[src/rtl/mips_pkg.sv]
// Shared MIPS core types: register tags, opcodes, data width and the hazard-tracking stage record.
package mips_pkg;

  localparam int unsigned DATA_32_W = 32;

  typedef logic [4:0] t_instr_register;
  localparam t_instr_register ZERO = 5'd0;

  typedef enum logic [3:0] {
    NEM_NOP = 4'd0,
    NEM_ADD = 4'd1,
    NEM_SUB = 4'd2,
    NEM_LW  = 4'd3,
    NEM_SW  = 4'd4
  } t_instr_pnmen;

  typedef struct packed {
    logic            v;
    t_instr_register rsd;
    t_instr_pnmen    opcode;
    logic            reg_write;
  } t_hzd_stage;

  localparam t_hzd_stage HZD_BUBBLE = '{v: 1'b0, rsd: ZERO, opcode: NEM_NOP, reg_write: 1'b0};

  // A stage may forward only if it really writes a non-zero register.
  function automatic logic hzd_free(input t_hzd_stage s);
    return s.v & s.reg_write & (s.rsd != ZERO);
  endfunction

endpackage

[src/rtl/mips_sat_counter.sv]
// Saturating event counter; holds at all-ones until reset.
module mips_sat_counter #(
  parameter int unsigned CNT_W = 16
) (
  input  logic             clk,
  input  logic             rst,
  input  logic             en,
  input  logic             inc,
  output logic [CNT_W-1:0] cnt
);

  always_ff @(posedge clk) begin
    if (rst) begin
      cnt <= '0;
    end else if (en && inc && (cnt != '1)) begin
      cnt <= cnt + CNT_W'(1);
    end
  end

endmodule

[src/rtl/mips_hzd_pipe.sv]
// Tracks destination tags and write qualifiers from E down to W+1 for the forwarding unit,
// with decode stall, execute flush, memory-wait freeze and a load-to-use event counter.
module mips_hzd_pipe
  import mips_pkg::*;
#(
  parameter int unsigned CNT_W = 16
) (
  input  logic                 clk,
  input  logic                 rst,
  input  logic                 mem_wait,
  input  logic                 stall_d,
  input  logic                 flush_e,
  input  logic                 valid_d,
  input  t_instr_register      rs1_d,
  input  t_instr_register      rs2_d,
  input  t_instr_register      rsd_d,
  input  t_instr_pnmen         intr_opcode_d,
  input  logic                 reg_write_d,
  input  logic [DATA_32_W-1:0] reg_file_rd_data_1_d,
  input  logic [DATA_32_W-1:0] reg_file_rd_data_2_d,
  input  logic [DATA_32_W-1:0] data_mem_bus_rd_data_m,
  output t_instr_register      rs1_e,
  output t_instr_register      rs2_e,
  output t_instr_register      rsd_e,
  output t_instr_pnmen         intr_opcode_e,
  output logic                 reg_write_e,
  output logic [DATA_32_W-1:0] reg_file_rd_data_1_e,
  output logic [DATA_32_W-1:0] reg_file_rd_data_2_e,
  output t_instr_register      rsd_m,
  output t_instr_register      rsd_w,
  output t_instr_register      rsd_w_plus1,
  output t_instr_pnmen         intr_opcode_m,
  output t_instr_pnmen         intr_opcode_w,
  output t_instr_pnmen         intr_opcode_w_plus1,
  output logic                 reg_write_m,
  output logic                 reg_write_w,
  output logic                 reg_write_hzd_free_m,
  output logic                 reg_write_hzd_free_w,
  output logic                 reg_write_hzd_free_w_plus1,
  output logic [DATA_32_W-1:0] data_mem_bus_rd_data_w,
  output logic [DATA_32_W-1:0] data_mem_bus_rd_data_w_plus1,
  output logic [CNT_W-1:0]     load2use_cnt
);

  t_hzd_stage stage_e_d, stage_e_q, stage_m_q, stage_w_q, stage_wp1_q;
  t_instr_register rs1_e_d, rs2_e_d, rs1_e_q, rs2_e_q;
  logic [DATA_32_W-1:0] rd1_e_d, rd2_e_d, rd1_e_q, rd2_e_q;
  logic [DATA_32_W-1:0] ld_w_q, ld_wp1_q;
  logic free_m_q, free_w_q, free_wp1_q;
  logic e_bubble, load2use;

  always_comb begin
    e_bubble  = flush_e | stall_d | ~valid_d;
    stage_e_d = HZD_BUBBLE;
    rs1_e_d   = ZERO;
    rs2_e_d   = ZERO;
    rd1_e_d   = '0;
    rd2_e_d   = '0;
    if (!e_bubble) begin
      stage_e_d = '{v: 1'b1, rsd: rsd_d, opcode: intr_opcode_d, reg_write: reg_write_d};
      rs1_e_d   = rs1_d;
      rs2_e_d   = rs2_d;
      rd1_e_d   = reg_file_rd_data_1_d;
      rd2_e_d   = reg_file_rd_data_2_d;
    end
  end

  always_ff @(posedge clk) begin
    if (rst) begin
      stage_e_q   <= HZD_BUBBLE;
      stage_m_q   <= HZD_BUBBLE;
      stage_w_q   <= HZD_BUBBLE;
      stage_wp1_q <= HZD_BUBBLE;
      rs1_e_q     <= ZERO;
      rs2_e_q     <= ZERO;
      rd1_e_q     <= '0;
      rd2_e_q     <= '0;
      ld_w_q      <= '0;
      ld_wp1_q    <= '0;
      free_m_q    <= 1'b0;
      free_w_q    <= 1'b0;
      free_wp1_q  <= 1'b0;
    end else if (!mem_wait) begin
      stage_e_q   <= stage_e_d;
      stage_m_q   <= stage_e_q;
      stage_w_q   <= stage_m_q;
      stage_wp1_q <= stage_w_q;
      rs1_e_q     <= rs1_e_d;
      rs2_e_q     <= rs2_e_d;
      rd1_e_q     <= rd1_e_d;
      rd2_e_q     <= rd2_e_d;
      ld_w_q      <= data_mem_bus_rd_data_m;
      ld_wp1_q    <= ld_w_q;
      // Qualifiers are registered so the forwarding unit sees no decode logic in its path.
      free_m_q    <= hzd_free(stage_e_q);
      free_w_q    <= free_m_q;
      free_wp1_q  <= free_w_q;
    end
  end

  // free_m_q already excludes rsd_m == ZERO, so a matching source is never ZERO.
  assign load2use = stage_e_q.v & stage_m_q.v & (stage_m_q.opcode == NEM_LW) & free_m_q &
                    ((rs1_e_q == stage_m_q.rsd) | (rs2_e_q == stage_m_q.rsd));

  mips_sat_counter #(
    .CNT_W(CNT_W)
  ) u_load2use_cnt (
    .clk(clk),
    .rst(rst),
    .en (~mem_wait),
    .inc(load2use),
    .cnt(load2use_cnt)
  );

  assign rs1_e                        = rs1_e_q;
  assign rs2_e                        = rs2_e_q;
  assign rsd_e                        = stage_e_q.rsd;
  assign intr_opcode_e                = stage_e_q.opcode;
  assign reg_write_e                  = stage_e_q.reg_write;
  assign reg_file_rd_data_1_e         = rd1_e_q;
  assign reg_file_rd_data_2_e         = rd2_e_q;
  assign rsd_m                        = stage_m_q.rsd;
  assign rsd_w                        = stage_w_q.rsd;
  assign rsd_w_plus1                  = stage_wp1_q.rsd;
  assign intr_opcode_m                = stage_m_q.opcode;
  assign intr_opcode_w                = stage_w_q.opcode;
  assign intr_opcode_w_plus1          = stage_wp1_q.opcode;
  assign reg_write_m                  = stage_m_q.reg_write & stage_m_q.v;
  assign reg_write_w                  = stage_w_q.reg_write & stage_w_q.v;
  assign reg_write_hzd_free_m         = free_m_q;
  assign reg_write_hzd_free_w         = free_w_q;
  assign reg_write_hzd_free_w_plus1   = free_wp1_q;
  assign data_mem_bus_rd_data_w       = ld_w_q;
  assign data_mem_bus_rd_data_w_plus1 = ld_wp1_q;

endmodule
[config.mk]
export PLATFORM = sky130hd
export DESIGN_NAME = mips_hzd_pipe
export DESIGN_NICKNAME = d
export VERILOG_FILES = /design/src/rtl/mips_pkg.sv /design/src/rtl/mips_sat_counter.sv /design/src/rtl/mips_hzd_pipe.sv
export SDC_FILE = /design/constraint.sdc
export NUM_CORES = 1
export LEC_CHECK = 0
export CORE_ASPECT_RATIO = 0.7
export CORE_UTILIZATION = 43
export CTS_CLUSTER_SIZE = 12
export DETAILED_ROUTE_END_ITERATION = 6
export PLACE_DENSITY = 0.9
export SYNTH_ARGS = -nofsm -noshare
export SYNTH_HDL_FRONTEND = slang
export SYNTH_SLANG_ARGS = --single-unit
[constraint.sdc]
create_clock -name clk -period 2.2 [get_ports clk]
set_clock_uncertainty 0.15 [all_clocks]
set_input_delay 0.44 -clock clk [delete_from_list [all_inputs] [get_ports clk]]
set_output_delay 0.44 -clock clk [all_outputs]
set_load 0.03 [all_outputs]
======== Yosys cells after proc, flatten, opt, wreduce, memory -nomap -nowiden ========
Cells that the tools add are included.
storage, ports and cells
  flip-flop bits (word level) ............. 199
  output and inout port bits .............. 196
  input port bits ......................... 122
  logic and storage cells ................. 50
cells by class
  bitwise gates (word level) .............. 13
  reduce and logical (&&, ||, !) cells .... 3
  equal/unequal tests ..................... 4
  mux-type cells .......................... 5
  add/subtract/negate cells ............... 1
operators by type and width
  operator               number
  $mux 32                2
  $add 16x1->16 const B  1
  $ne 16x16->1 const B   1
  $mux 11                1
  $eq 5x5->1             2
  $mux 5                 2
  $and 1x1->1            8
  $reduce_bool 5->1      1
  $eq 4x2->1 const B     1
  $or 1x1->1             3
  $logic_and 1x1->1      2
  $not 1->1              2

======== Logic depth before layout (Yosys ltp) ========
  depth after elaboration ................. 6
  gate-level depth with buffers ........... 8

======== Hierarchy ========
Synthesis repeated with hierarchy kept, for this count alone.
second synthesis, totals
  cells, all modules ...................... 750
  area total of the unflattened synthesis .. 7,395.8 µm²
by module, submodules not included
  module            instances  area an instance (µm²)  cells an instance
  mips_hzd_pipe     1          6,583.8                 651
  mips_sat_counter  1          812.0                   99

======== Worst setup path after synthesis ========
OpenSTA, ideal clock, no wires.
  path type ............................... flip-flop to flip-flop
  start point ............................. register u_load2use_cnt.cnt[11]
  end point ............................... register u_load2use_cnt.cnt[7]
  stages on the path, launching flop included .. 9
  clock period less this slack ............ 2.047 ns
  arrival time ............................ 1.827 ns
  library setup time ...................... 0.070 ns
  setup slack ............................. 0.153 ns
  path buffers ............................ 3
  cell sequence ........................... dfxtp_1 -> and3_1 -> buf_2 -> nand2_2 -> o41ai_4 -> buf_6 -> buf_4 -> o31ai_1 -> a21oi_1
between the ends
  word-level cells in the longest chain between the ends .. 2
ends and longest elaborated chain
  item                      line                    RTL
  start: declaration        mips_sat_counter.sv:9   output logic [CNT_W-1:0] cnt
  start signal: assignment  mips_sat_counter.sv:16  cnt <= cnt + CNT_W'(1);
  $ne 16x16->1              mips_sat_counter.sv:15  end else if (en && inc && (cnt != '1)) begin
  $logic_and 1x1->1         mips_sat_counter.sv:15
No other way between the ends.
A chain may end at the register's enable or synchronous reset.

======== Final worst setup path ========
  start point ............................. register u_load2use_cnt.cnt[5]
  end point ............................... output port load2use_cnt[5]
RTL lines
  item              line                 RTL
  end: declaration  mips_hzd_pipe.sv:42  output logic [CNT_W-1:0] load2use_cnt
No word-level cell between the ends.

==> results.ini <==
[run_status]
status = finished clean

[logic_synthesis]
synth_top_area_share_pct = 52.9
synth_area_leaders = dfxtp_1 (53%), mux2i_1 (13%), nor2_1 (9.4%)
synth_area_um2 = 7530
synth_top_area_cell = dfxtp_1
syn_nets = 881
syn_inst = 758
seq_area_frac_synth_pct = 52.9
synth_cell_types = 45
ys_seq_elements = 199
ys_warn_count = 0
avgSynthCellArea_um2 = 9.93

[critical_path]
path_class = flip-flop to output port
crit_fanout = 5
critical-path-top-delay-family = buffers and inverters
endpoint_kind = output port
crit_path_top_delay_cell = clkdlybuf4s50_1
timing.rr.start = u_load2use_cnt.cnt[5]
cp.required_ps = 1610
crit_path_start_kind = flip-flop
reg2reg_slack_ps = 120
reg2reg_to = u_load2use_cnt.cnt[13]
cp.buffers_inverters = 1
worstPathArrival_ps = 1560
crit_chain = clkdlybuf4s50_1
reg2reg_depth = 6
slowest_delay_ps = 720

[clock_network]
htree_levels = 4
clockBufferDepth = 2
cts_hold_buf = 0
clock-sinks = 199
clk_latency_ps = 420
cts_root_buf = clkbuf_16
cts_buffers = 17
path_clk_slew_ps = 70
cts_tree = built

[run]
max_cap_violations = 0

[power]
leakagePower_nw = 4.64
pwr_density_cell_nw_per_um2 = 659
peakVddDrop_uv = 446
power_mw = 7.54

[routing]
routed_via_density = 5.20
first_iter_violations = 539
via_count = 6670
dr.pass1.iters = 5
totalWireLength_um = 21400
post_drt_wl_per_cell_um = 16.7
drc = 0
antenna_left = 0

[sta]
hold_violations = 0
relSlewSlack_pct = 47.0
period_minus_slack_ps = 2150
fmax_mhz = 465
finalSetupViolCount = 0
finalWorstSetupSlack_ps = 47.8
fin_setup_tns_ps = 0
finalMaxSlewViolations = 0
tightest_slew_ps = 795
fin_crit_sh_pct = 97.8
whs_ps = 275

[layout]
stdcell_count = 1282
final_common_cell = clkdlybuf4s50_1
area_delta_synth_final_pct = 51.9
layout-drive-gt1-share_pct = 7.14
fin_util_pct = 66.6
num-fill-cells = 1240
antennaDiodeCount = 0
design_area_um2 = 11400
layout_common_cells = clkdlybuf4s50_1 (296), dfxtp_1 (198), nor2_1 (188), mux2i_1 (96), a22oi_1 (84)
num-nets-final = 1161

[global_route]
antenna_found_initial = 0
grt_pass1_vias = 6513
overflow = 0
met2_usage_pct = 38.8
busiest_layer = met2
grtUsageTotal_pct = 23.2
grt_util_met3_pct = 7.62
grt_pass1_wl_um = 33500
grt_max_degree = 135
gr-usage-met1_pct = 27.1

[placed_design]
place_area_um2 = 10800
post-place-ws_ps = -56.3
dp_hpwl_um = 15000
placed_cells = 1248
portBuffers = 317
gp_congestion = 0.850

[floorplanning]
die_area_um2 = 18100
initial_utilization_pct = 43.9
num_rows = 40
die_y_um = 113
die_w_um = 160
io_pins = 318
core-area_um2 = 17200

[min_path]
min_from = rst
hold_class = input port to flip-flop
holdPathEnd = u_load2use_cnt.cnt[12]
min_path_cells = 3

-- cells in the mapped netlist (all sizes together) --
| library cell | number |
|---|---|
| dfxtp | 199 |
| nor2 | 189 |
| mux2i | 96 |
| a22oi | 85 |
| buf | 53 |
| clkbuf | 31 |
| a21oi | 15 |
| or4 | 11 |
| o31ai | 10 |
| xor2 | 10 |
| nand2 | 8 |
| nor3 | 8 |
| nand4 | 7 |
| nand3 | 5 |
| and2 | 3 |
| inv | 3 |
| nor4 | 3 |
| nor2b | 2 |
| nor4b | 2 |
| o21ai | 2 |
| a2111oi | 1 |
| a211oi | 1 |
| a31o | 1 |
| a32o | 1 |
| a41oi | 1 |
| and3 | 1 |
| and4 | 1 |
| ha | 1 |
| mux2 | 1 |
| nand4b | 1 |
| nand4bb | 1 |
| o211ai | 1 |
| o21ba | 1 |
| o41ai | 1 |
| or3 | 1 |
| or3b | 1 |
-- power by group --
part           internal (mW)  switching, mW
clock                   1.49           1.45
combinational          0.436          0.427
sequential              3.68         0.0539
-- worst register-to-register path: cells and delay by family, from the launching register on --
kind / cells / cell delay (ps)
compound gates: 1 / 160
buf+inv: 1 / 220
flops: 1 / 420
simple gates: 4 / 1070
-- repair_timing --
action	CTS	global route
buffers inserted	0	1
gates resized for setup	10	15
gates cloned	1	0
setup endpoints to repair	12	21
pin swaps	1	3
-- flip-flops by register name, summed over array words and instances, names as in the netlist, 2 cells and up --
name	flops
intr_opcode_w_plus1	4
rsd_e	5
rs1_e	5
data_mem_bus_rd_data_w	32
stage_m_q	2
data_mem_bus_rd_data_w_plus1	32
rsd_w_plus1	5
stage_w_q	2
intr_opcode_e	4
u_load2use_cnt.cnt	16
reg_file_rd_data_2_e	32
rsd_w	5
reg_file_rd_data_1_e	32
intr_opcode_m	4
rsd_m	5
rs2_e	5
intr_opcode_w	4
-- worst max-delay path by stage --
stage | start | end | depth (start not counted)
after global routing | u_load2use_cnt.cnt[5] | u_load2use_cnt.cnt[13] | 6
final | u_load2use_cnt.cnt[5] | load2use_cnt[5] | 1
after CTS | u_load2use_cnt.cnt[1] | u_load2use_cnt.cnt[7] | 5
after detailed placement | u_load2use_cnt.cnt[0] | u_load2use_cnt.cnt[10] | 7
after global placement | u_load2use_cnt.cnt[4] | u_load2use_cnt.cnt[0] | 5
after floorplan | u_load2use_cnt.cnt[11] | u_load2use_cnt.cnt[7] | 8
-- final cells by class --
cell class	count	area, um^2	area share (%)
Inverter	3	11.3	0.0984
Clock buffer	19	433	3.78
Clock inverter	13	119	1.04
Tap cell	231	289	2.53
Timing Repair Buffer	344	3470	30.3
Sequential cell	199	3990	34.8
Multi-Input combinational cell	473	3130	27.4
-- metal layers --
metal,share of wire (%),vias to the layer above,wire length (um)
met5,0,-,0
met4,3.7,0,788
met3,7.6,62,1620
met2,49,258,10500
met1,40,3159,8540
li1,-,3191,-
-- kinds of logic (layout without fill, tap and decap cells) --
family	Yosys count	count (layout)	share of synthesized area, %
AO/OA/AOI/OAI	120	121	11.8
XOR/XNOR	10	10	1.16
adder cells (fa/ha/maj)	1	1	0.166
multiplexers	97	97	12.9
AND/OR/NAND/NOR	244	244	14.8
buffers and inverters	87	379	6.23
flip-flops	199	199	52.9
Power figures use the tool's default switching activity.
